==> src/rtl/tff_seq_ctrl_pkg.sv <==
// Shared encodings for the T flip-flop sequencing controller.
package tff_seq_ctrl_pkg;
   typedef enum logic [1:0] {
      CMD_UP    = 2'b00,
      CMD_DOWN  = 2'b01,
      CMD_LOAD  = 2'b10,
      CMD_CLEAR = 2'b11
   } cmd_t;

   typedef enum logic [1:0] {
      S_IDLE = 2'b00,
      S_RUN  = 2'b01,
      S_LOAD = 2'b10,
      S_DONE = 2'b11
   } state_t;
endpackage

==> src/rtl/tff_seq_ctrl_if.sv <==
// Command/observe bundle between a requester and the sequencing controller.
interface tff_seq_ctrl_if #(parameter int WIDTH = 4, parameter int STEPW = 8);
   logic             start;
   logic [1:0]       cmd;
   logic [STEPW-1:0] steps;
   logic [WIDTH-1:0] load_val;
   logic             hold;
   logic [WIDTH-1:0] q;
   logic [WIDTH-1:0] qn;
   logic [WIDTH-1:0] t_out;
   logic             busy;
   logic             done;
   logic             wrap;

   modport master (output start, cmd, steps, load_val, hold,
                   input  q, qn, t_out, busy, done, wrap);
   modport slave  (input  start, cmd, steps, load_val, hold,
                   output q, qn, t_out, busy, done, wrap);
endinterface

==> src/rtl/tff_seq_ctrl_bank.sv <==
// Bank of WIDTH independent T flip-flops; bit i toggles on an edge when t[i] is set.
module tff_bank #(parameter int WIDTH = 4) (
   input  logic             clk,
   input  logic             rst,
   input  logic [WIDTH-1:0] t,
   output logic [WIDTH-1:0] q,
   output logic [WIDTH-1:0] qn
);
   for (genvar g = 0; g < WIDTH; g++) begin : g_cell
      always_ff @(posedge clk or posedge rst) begin
         if (rst)       q[g] <= 1'b0;
         else if (t[g]) q[g] <= ~q[g];
      end
   end

   assign qn = ~q;
endmodule

==> src/rtl/tff_seq_ctrl.sv <==
// Command sequencer driving the T inputs of a toggle-cell bank (count up/down, load, clear).
module tff_seq_ctrl
   import tff_seq_ctrl_pkg::*;
#(
   parameter int WIDTH = 4,
   parameter int STEPW = 8
) (
   input  logic         clk,
   input  logic         rst,
   tff_seq_ctrl_if.slave bus
);
   state_t           state;
   cmd_t             cmd_r;
   logic [STEPW-1:0] rem;
   logic [WIDTH-1:0] ld_r;
   logic [WIDTH-1:0] q, qn, t;
   logic [WIDTH-1:0] up_m, dn_m;
   logic             busy_r, done_r, wrap_r;
   logic             step_en;

   // Bit i toggles when every lower bit is at its carry (UP) / borrow (DOWN) value.
   always_comb begin
      logic [WIDTH-1:0] lm;
      lm   = '0;
      up_m = '0;
      dn_m = '0;
      for (int i = 0; i < WIDTH; i++) begin
         lm      = WIDTH'((1 << i) - 1);
         up_m[i] = ((q & lm) == lm);
         dn_m[i] = ((q & lm) == '0);
      end
   end

   assign step_en = (state == S_RUN) && !bus.hold;

   always_comb begin
      t = '0;
      case (state)
         S_RUN:   if (!bus.hold) t = (cmd_r == CMD_UP) ? up_m : dn_m;
         S_LOAD:  t = (cmd_r == CMD_LOAD) ? (q ^ ld_r) : q;
         default: t = '0;
      endcase
   end

   always_ff @(posedge clk or posedge rst) begin
      if (rst) begin
         state  <= S_IDLE;
         cmd_r  <= CMD_UP;
         rem    <= '0;
         ld_r   <= '0;
         busy_r <= 1'b0;
         done_r <= 1'b0;
         wrap_r <= 1'b0;
      end else begin
         wrap_r <= step_en && (((cmd_r == CMD_UP) && (&q)) ||
                               ((cmd_r == CMD_DOWN) && !(|q)));
         done_r <= 1'b0;
         case (state)
            S_IDLE: if (bus.start) begin
               cmd_r <= cmd_t'(bus.cmd);
               rem   <= bus.steps;
               ld_r  <= bus.load_val;
               if (bus.cmd[1]) begin
                  state  <= S_LOAD;
                  busy_r <= 1'b1;
               end else if (bus.steps == '0) begin
                  state  <= S_DONE;
                  done_r <= 1'b1;
               end else begin
                  state  <= S_RUN;
                  busy_r <= 1'b1;
               end
            end
            S_RUN: if (!bus.hold) begin
               rem <= rem - 1'b1;
               if (rem == STEPW'(1)) begin
                  state  <= S_DONE;
                  busy_r <= 1'b0;
                  done_r <= 1'b1;
               end
            end
            S_LOAD: begin
               state  <= S_DONE;
               busy_r <= 1'b0;
               done_r <= 1'b1;
            end
            default: state <= S_IDLE;
         endcase
      end
   end

   tff_bank #(.WIDTH(WIDTH)) u_bank (
      .clk (clk),
      .rst (rst),
      .t   (t),
      .q   (q),
      .qn  (qn)
   );

   assign bus.q     = q;
   assign bus.qn    = qn;
   assign bus.t_out = t;
   assign bus.busy  = busy_r;
   assign bus.done  = done_r;
   assign bus.wrap  = wrap_r;
endmodule

==> src/flat_wrapper.sv <==
// flat-port wrapper written by rule: the top's interface ports become plain ports
module tff_seq_ctrl_flat import tff_seq_ctrl_pkg::*;
#(
   parameter int WIDTH = 4,
   parameter int STEPW = 8
)
  (clk, rst, bus_start, bus_cmd, bus_steps, bus_load_val, bus_hold, bus_q, bus_qn, bus_t_out, bus_busy, bus_done, bus_wrap);
  tff_seq_ctrl_if #(.WIDTH(WIDTH), .STEPW(STEPW)) bus_i ();
  input  logic clk;
  input  logic rst;
  input wire logic [$bits(bus_i.start)-1:0] bus_start;
  input wire logic [$bits(bus_i.cmd)-1:0] bus_cmd;
  input wire logic [$bits(bus_i.steps)-1:0] bus_steps;
  input wire logic [$bits(bus_i.load_val)-1:0] bus_load_val;
  input wire logic [$bits(bus_i.hold)-1:0] bus_hold;
  output wire logic [$bits(bus_i.q)-1:0] bus_q;
  output wire logic [$bits(bus_i.qn)-1:0] bus_qn;
  output wire logic [$bits(bus_i.t_out)-1:0] bus_t_out;
  output wire logic [$bits(bus_i.busy)-1:0] bus_busy;
  output wire logic [$bits(bus_i.done)-1:0] bus_done;
  output wire logic [$bits(bus_i.wrap)-1:0] bus_wrap;
  assign bus_i.start = bus_start;
  assign bus_i.cmd = bus_cmd;
  assign bus_i.steps = bus_steps;
  assign bus_i.load_val = bus_load_val;
  assign bus_i.hold = bus_hold;
  assign bus_q = bus_i.q;
  assign bus_qn = bus_i.qn;
  assign bus_t_out = bus_i.t_out;
  assign bus_busy = bus_i.busy;
  assign bus_done = bus_i.done;
  assign bus_wrap = bus_i.wrap;
  tff_seq_ctrl #(.WIDTH(WIDTH), .STEPW(STEPW)) u_core (.clk(clk), .rst(rst), .bus(bus_i));
endmodule
==> config.mk <==
export PLATFORM = sky130hd
export DESIGN_NAME = tff_seq_ctrl_flat
export DESIGN_NICKNAME = d
export VERILOG_FILES = /design/src/rtl/tff_seq_ctrl_pkg.sv /design/src/rtl/tff_seq_ctrl_if.sv /design/src/rtl/tff_seq_ctrl_bank.sv /design/src/rtl/tff_seq_ctrl.sv /design/src/flat_wrapper.sv
export SDC_FILE = /design/constraint.sdc
export NUM_CORES = 1
export LEC_CHECK = 0
export ABC_AREA = 1
export BUFFER_PORTS_ARGS = -buffer_cell sky130_fd_sc_hd__buf_2
export CAP_MARGIN = 10
export CORE_MARGIN = 8
export CORE_UTILIZATION = 25
export CTS_BUF_LIST = sky130_fd_sc_hd__clkbuf_8
export DETAILED_ROUTE_END_ITERATION = 6
export HOLD_SLACK_MARGIN = 0.15
export SYNTH_ARGS = -nofsm -noshare
export SYNTH_HDL_FRONTEND = slang
export SYNTH_SLANG_ARGS = --single-unit
==> constraint.sdc <==
create_clock -name clk -period 2.4 [get_ports clk]
set_input_delay 0.24 -clock clk [delete_from_list [all_inputs] [get_ports clk]]
set_output_delay 0.24 -clock clk [all_outputs]
set_load 0.02 [all_outputs]
* Yosys cells after proc, flatten, opt, wreduce, memory -nomap -nowiden
Index checks and enable logic that the tools add are counted.
Widths: inputs -> output; s select.
** Word-level totals
- Register bits after elaboration :: 23
- Input port bits :: 18
** Cells by class
- Add/subtract/negate cells :: 1
- Eq/ne operators :: 11
- Muxes and demuxes :: 25
- Bitwise gates (word level) :: 6
- Reduce and logical (&&, ||, !) cells :: 21
** Operators with widths (count)
- $mux 8 :: 2
- $pmux 8 s2 :: 1
- $logic_not 4->1 :: 3
- $mux 4 :: 3
- $mux 1 :: 10
- $mux 2 :: 5
- $eq 8x1->1 const B :: 1
- $logic_not 8->1 :: 1
- $pmux 4 s2 :: 1
- $sub 8x1->8 const B :: 1
- $eq 2x2->1 const B :: 3
- $ne 2x2->1 const B :: 3
- $pmux 1 s3 :: 2
- $pmux 2 s3 :: 1
- $reduce_and 3->1 :: 2
- $reduce_and 5->1 :: 1
- $eq 2x1->1 const B :: 2
- $logic_and 1x1->1 :: 4
- $logic_not 2->1 :: 2
- $not 1->1 :: 4
- $not 4->4 :: 1
- $reduce_and 4->1 :: 1
- $reduce_or 4->1 :: 1
- $xor 4x4->4 :: 1
- 7 further kinds :: 8

* Logic depth before layout (Yosys ltp)
Gate-level depths: netlist (run 1).
- Word-level depth :: 5
- Depth in mapped cells :: 10
- Depth with buffers taken out :: 10

* Hierarchy
From an unflattened synthesis (run 1), not the netlist that was laid out.
** Unflattened totals
- Cells, all modules :: 218
- Area, all modules :: 1592.8 sq um
** Modules (own cells, without submodules)
- tff_seq_ctrl :: instances 1, cells each 193, area each 1413.9 sq um, sequential area each 475.5 sq um
- tff_bank :: instances 1, cells each 25, area each 178.9 sq um, sequential area each 100.1 sq um

* Worst setup path before layout (run 1)
Ideal clock, no wire load.
- Kind :: register to output
- From :: register u_core.state[1]
- To :: output port bus_t_out[2]
- Arrival :: 1.293 ns
- Setup slack :: 0.867 ns
- Cell stages (with the launch flop) :: 9
- Path buffers :: 0
- Cell sequence :: dfrtp_1 inv_1 ha_1 inv_2 nor2_2 o211ai_1 nand2_1 nand2_1 inv_1
** On the way
- Longest elaborated chain between the ends :: 2
- Elaborated cells on any way between the ends :: 3
- Those cells by class :: 2 x eq/ne; 1 x mux
** RTL lines
- from (decl) :: RTL line tff_seq_ctrl.sv:12 : state_t state;
- from (signal assigned) :: RTL line tff_seq_ctrl.sv:47 : state <= S_IDLE;
- from (signal assigned) :: RTL line tff_seq_ctrl.sv:64 : state <= S_LOAD;
- from (signal assigned) :: RTL line tff_seq_ctrl.sv:67 : state <= S_DONE;
- $eq 2x2->1 / $eq 2x1->1 (equally long branches) :: RTL line tff_seq_ctrl.sv:38 : case (state)
- $pmux 4 s2 * :: RTL line tff_seq_ctrl.sv:38
- to (decl) :: RTL line flat_wrapper.sv:18 : output wire logic [$bits(bus_i.t_out)-1:0] bus_t_out;
Mark *: on every way between the ends. The rest lies on a longest branch, timed or not.

* Worst setup path after layout (run 1)
Same ends and word-level chain as after synthesis.

==> reports/summary.txt, run 1 <==
outcome: finished, final reports clean
Synth cell types: 26
RR Startpoint: u_core.state[1]$_DFFE_PP0P_
Leak: 0.000977 uW
Syn Area/Cell: 6.93 sq um
kind of critical path: reg -> out
DRT Pass-1 Iters: 4
Cells after Synth: 220
post-cts gate resize count: 0
postcts setup bufs: 0
switch share: 0.523
All-Layer GR Usage: 0.0955
final instance area: 1800 sq um
crit path DAT: 1810 ps
io pins: 33
FF-to-FF setup slack: 680 ps
clock share of power: 0.097
clk sinks: 23
achievable frequency: 487 MHz
drt wl/cell: 11.7 um
type of the most critical hold path: in -> async
DIE HEIGHT: 94.1 um
Max Buffers Root-to-Sink: 2
flops & latches, synth: 23
fin crit period: 2050 ps
Clock transition at path regs: 90 ps
Slew headroom: 0.403
area of the mapped netlist: 1520 sq um
Die Wd: 94.1 um
die area: 8850 sq um
asr flop ratio synth: 1.00
Initial DRC Count: 119
worst r2r path cells: 8
row count: 28
share of layout cells above drive strength 1: 0.193
overall routed net length: 3860 um
Required @ worst endpoint: 2160 ps
Flop pwr share: 0.298
Setup Total Neg Slack: 0 ps
CTS tree: yes
DRC Markers: 0
IO buf count: 32
peak supply drop: 0.379 mV
RSZ-0062 raised after global routing: false
Psw: 1320 uW
first-pass GRT wire length: 6940 um
Final setup viols: 0
CP Capture Type: output port
Cells after DPL: 325
number of synthesized flops with an enable pin: 0
CTS Buf Count: 3
skew final: 3.96 ps
CTS hold repair buffers: 0
vias in the first global route: 1540
Starting Density: 0.257
final cell count without fillers: 329
initial antenna violation count: 0
routed vias/inst: 4.44
aggregate global routing overflow: 0
RePlAce Congestion: 0.844
largest net degree at the start of global routing: 24
Crit Path Max Fanout: 12
core box area: 5920 sq um
total power divided by cell area: 1400 nW/um^2
Layout area overhead: 18.4%
nets@finish: 279
yosys synthesis warning count: 0
Gate power share: 0.604
antenna viol nets, final: 0
max_cap viols: 0
first element of the critical path: u_core.state[1]$_DFFE_PP0P_
syn nets: 244
Hold Vio Cnt, Final: 0
cell area after placement: 1760 sq um
Pins Over Slew Limit: 0
Max H-tree Level: 1
post-synthesis sequential area ratio: 0.378
dpl hpwl: 3040 um
actual slew at the worst max-slew pin: 895 ps
filler instances: 626
Final Cycle Share: 0.855
worst-skew pair later-pin latency: 270 ps
Startpoint Class: flip-flop
Critical R2R Capture: u_core.rem[2]$_DFFE_PP0P_
n_diodes: 0
CTS Root Cell: clkbuf_8
Synth Flop Type: dfrtp_1
vias post-DR: 1460
Int Pwr: 1210 uW
-- placed cells by master (no fill, tap or decap), drive strengths merged --
cell | netlist | routed
nand2 | 72 | 72
buf | 2 | 33
inv | 31 | 32
nor2 | 28 | 28
dfrtp | 23 | 23
o21ai | 22 | 22
nand3 | 18 | 18
ha | 6 | 6
a21oi | 4 | 4
nand4 | 3 | 3
clkbuf | 1 | 3
o211ai | 2 | 2
nor4 | 2 | 2
xnor2 | 2 | 2
or2 | 1 | 1
xor2 | 1 | 1
a21o | 1 | 1
o31ai | 1 | 1
-- Yosys cell counts (3+ instances only) --
cell type  number  area share
nand2_1        72        0.18
inv_1          27       0.067
nor2_1         25       0.062
dfrtp_1        23        0.38
nand3_1        18       0.059
o21ai_0        15       0.049
ha_1            6       0.049
inv_2           4      0.0098
o21ai_1         4       0.013
nand4_1         3       0.012
nor2_2          3       0.012
-- flip-flops by register name, summed over array words and instances (netlist names) --
register and cells:
u_core.bus.busy 1, u_core.bus.wrap 1, u_core.cmd_r 2, u_core.state 2, u_core.ld_r 4, u_core.u_bank.q 4
u_core.bus.done 1, u_core.rem 8
-- critical path: stages (launching register included) --
cell and delay (ps):
dfrtp_1 430, inv_1 100, ha_1 180, inv_2 110, nor2_2 220, o211ai_1 120
nand2_1 110, nand2_1 70, inv_1 60, buf_2 150
-- area by class of cell --
type | instances | area [sq um] | share of cell area
Tap cell | 75 | 93.8 | 0.0520
Timing Repair Buffer | 33 | 168 | 0.0929
Sequential cell | 23 | 576 | 0.319
Inverter | 31 | 116 | 0.0645
Clock buffer | 3 | 41.3 | 0.0229
Multi-Input combinational cell | 163 | 806 | 0.447
Clock inverter | 1 | 3.75 | 0.00208
-- worst max path at each step --
stage	end	slack [ps]	depth (start not counted)
after floorplan	bus_t_out[2]	870	8
after global placement	bus_t_out[2]	690	9
after detailed placement	bus_t_out[2]	650	9
after CTS	bus_t_out[2]	330	9
after global routing	bus_t_out[3]	100	9
final	bus_t_out[2]	350	9
-- power groups by stage --
| stage | registers (uW) | logic, uW | clock network (uW) |
|---|---|---|---|
| 6_report | 756 | 1530 | 247 |
| 2_1_floorplan | 773 | 1150 | 0 |
| 5_1_grt | 783 | 1780 | 272 |
| 3_3_place_gp | 757 | 1520 | 0 |
| 3_5_place_dp | 760 | 1530 | 0 |
| 4_1_cts | 752 | 1540 | 259 |
-- per-stage QoR --
step / util / total power (uW) / setup WS [ps] / hold WS, ps
floorplan: - / 1920 / 867 / 242
global placement: 0.297 / 2270 / 685 / 447
detailed placement: 0.297 / 2290 / 653 / 449
CTS: 0.305 / 2550 / 330 / 163
global route: 0.305 / 2840 / 100 / 180
finish: 0.305 / 2530 / 348 / 150
-- cells by family after synthesis --
logic type	share of synthesized area
AO/OA/AOI/OAI	0.127
XOR/XNOR	0.0172
adder cells (fa/ha/maj)	0.0493
buffers and inverters	0.0936
flip-flops	0.378
AND/OR/NAND/NOR	0.335
-- per-layer routing --
| layer | up-vias | share of wire | GRT usage |
|---|---|---|---|
| met3 | 4 | 0.042 | 0.0144 |
| li1 | 766 | - | - |
| met2 | 28 | 0.48 | 0.159 |
| met4 | 0 | 0.018 | 0.0396 |
| met1 | 662 | 0.46 | 0.119 |
| met5 | - | 0 | 0 |
Note: power is estimated with default switching activity, not from simulation.
==> run 2, diff against run 1 <==
==> constraint.sdc (replaced) <==
create_clock -name clk -period 2.4 [get_ports clk]
set_input_delay 0.12 -clock clk [delete_from_list [all_inputs] [get_ports clk]]
set_output_delay 0.12 -clock clk [all_outputs]
set_load 0.02 [all_outputs]
==> run 2 against run 1 <==
Effect of this change: via count rose by 0.82%; critical path depth rose by 1; worst setup slack got worse by 33 ps; clock power rose by 2%; first-iteration DRC count fell by 29%; die area did not move; maximum frequency fell by 1.6%; critical endpoint unchanged.
==> reports/summary.txt, run 2 (same netlist as run 1, synthesis figures left out) <==
outcome: finished, final reports clean
DIE HEIGHT: 94.1 um (unchanged)
DRT Pass-1 Iters: 4 (unchanged)
Final Cycle Share: 0.869 (+0.0139)
first-pass GRT wire length: 6940 um (unchanged)
max_cap viols: 0 (unchanged)
Max Buffers Root-to-Sink: 2 (unchanged)
pre-CTS WS: 600 ps (-52.9 ps)
clk sinks: 23 (unchanged)
RePlAce Congestion: 0.842 (-0.33%)
CP Capture Type: output port
skew final: 3.24 ps (-0.726 ps)
dpl hpwl: 3110 um (+2.4%)
peak supply drop: 0.364 mV (-4.1%)
Initial DRC Count: 85 (-29%)
vias post-DR: 1472 (+0.82%)
Die Wd: 94.1 um (unchanged)
DRC Markers: 0 (unchanged)
Pins Over Slew Limit: 0 (unchanged)
total power divided by cell area: 1350 nW/um^2 (-3.5%)
die area: 8850 sq um (unchanged)
CTS tree: yes
overall routed net length: 3940 um (+2.2%)
CTS Buf Count: 3 (unchanged)
type of the most critical hold path: in -> reg
Largest register FFs: 8 (unchanged)
row count: 28 (unchanged)
Setup WS post-layout: 315 ps (-33.3 ps)
kind of critical path: reg -> out
postcts setup bufs: 0 (unchanged)
most common cell after layout, fill and taps aside: nand2_1
share of layout cells above drive strength 1: 0.191 (-0.00207)
worst-skew pair later-pin latency: 270 ps (about the same)
RSZ-0062 raised after global routing: false
io pins: 33 (unchanged)
Gate power share: 0.606 (+0.002)
Int Pwr: 1220 uW (+0.68%)
core box area: 5920 sq um (unchanged)
Max H-tree Level: 1 (unchanged)
Starting Density: 0.257 (unchanged)
Largest regs: u_core.rem: 8 flops, u_core.ld_r: 4 flops, u_core.u_bank.q: 4 flops
Clock transition at path regs: 80 ps (about the same)
CTS Root Cell: clkbuf_8
nets@finish: 287 (+2.9%)
IO buf count: 32 (unchanged)
crit path DAT: 1970 ps (+160 ps)
Layout area overhead: 23.7%
fin crit period: 2090 ps (+33.3 ps)
n_diodes: 0 (unchanged)
Layout Utilization: 0.318 (+0.0137)
hold slack: 180 ps (+29.3 ps)
initial antenna violation count: 0 (unchanged)
drt wl/cell: 11.7 um (-0.25%)
Slew headroom: 0.397 (-0.00523)
achievable frequency: 480 MHz (-1.6%)
Crit Path Max Fanout: 13 (+1)
Leak: 0.00101 uW (+3.3%)
Final setup viols: 0 (unchanged)
switch share: 0.524 (+0.000762)
aggregate global routing overflow: 0 (unchanged)
Hold Vio Cnt, Final: 0 (unchanged)
largest net degree at the start of global routing: 24 (unchanged)
actual slew at the worst max-slew pin: 903 ps (+7.84 ps)
commonest cells after routing, fill and taps aside: nand2_1, buf_2, inv_1
Largest Register: u_core.rem
vias in the first global route: 1524 (-1.0%)
Startpoint Class: flip-flop
Required @ worst endpoint: 2280 ps (+120 ps)
All-Layer GR Usage: 0.0945 (-0.000966)
Flop pwr share: 0.296 (-0.002)
Psw: 1340 uW (+0.98%)
routed vias/inst: 4.37 (-1.6%)
clock share of power: 0.098 (about the same)
Setup Total Neg Slack: 0 ps (unchanged)
antenna viol nets, final: 0 (unchanged)
## run 2: changes by cell type in the layout (fill, tap and decap cells not counted), sizes merged
cell         delta
clkinv          +1
dlygate4sd3     +8
inv             -1
## run 2: path summary, 6_finish.rpt
| kind | startpoint | endpoint | slack (ps) | depth (start not counted) |
|---|---|---|---|---|
| max | u_core.state[1]$_DFFE_PP0P_ | bus_t_out[2] | 310 | 10 |
| min | bus_steps[4] | u_core.rem[4]$_DFFE_PP0P_ | 180 | 5 |
| max reg2reg | u_core.state[0]$_DFFE_PP0P_ | u_core.state[1]$_DFFE_PP0P_ | 690 | 5 |
| min reg2reg | u_core.bus.busy$_DFFE_PP0P_ | u_core.bus.busy$_DFFE_PP0P_ | 500 | 2 |
| max in group asynchronous | rst | u_core.rem[5]$_DFFE_PP0P_ | 1260 | 3 |
| min in group asynchronous | rst | u_core.u_bank.q[0]$_DFFE_PP0P_ | 590 | 3 |
## run 2: worst max-delay path: stages (launching register included)
cell	delay (ps)
dfrtp_1	420
inv_1	100
ha_1	140
buf_4	180
inv_2	140
nor2_2	210
o211ai_1	120
nand2_1	100
nand2_1	70
inv_1	70
buf_2	160
## run 2: power groups by stage
stage | Combinational, uW | Clock, uW | Sequential (uW)
finish | 1550 | 251 | 757
global route | 1780 | 271 | 785
CTS | 1560 | 259 | 752
detailed placement | 1540 | 0 | 760
global placement | 1520 | 0 | 752
floorplan | 1150 | 0 | 773
## run 2: metal layers
layer | part of all wire | GRT usage | vias up
met3 | 0.022 | 0.00959 | 4
li1 | - | - | 779
met2 | 0.48 | 0.160 | 19
met4 | 0.013 | 0.0383 | 0
met5 | 0 | 0 | -
met1 | 0.48 | 0.119 | 670
## run 2: cell type report
class / instances / area (sq um)
clock buffer: 3 / 41.3
clock inverter: 1 / 5.00
fill: 649 / 4040
inverter: 31 / 116
multi-input combinational: 163 / 806
sequential: 23 / 576
tap: 75 / 93.8
timing repair buffer: 41 / 248
## run 2: timing repair
action	4_1_cts	5_1_grt
hold endpoints to repair	30	0
endpoints found under the setup margin	0	0
resized for setup	0	0
hold buffers	8	0
## run 2: stage by stage
stage | instances | instance area [sq um] | total power (uW)
4_1_cts | 337 | 1890 | 2570
2_1_floorplan | 220 | 1520 | 1920
3_3_place_gp | 325 | 1760 | 2270
5_1_grt | 337 | 1890 | 2830
6_report | 337 | 1890 | 2550
3_5_place_dp | 325 | 1760 | 2300
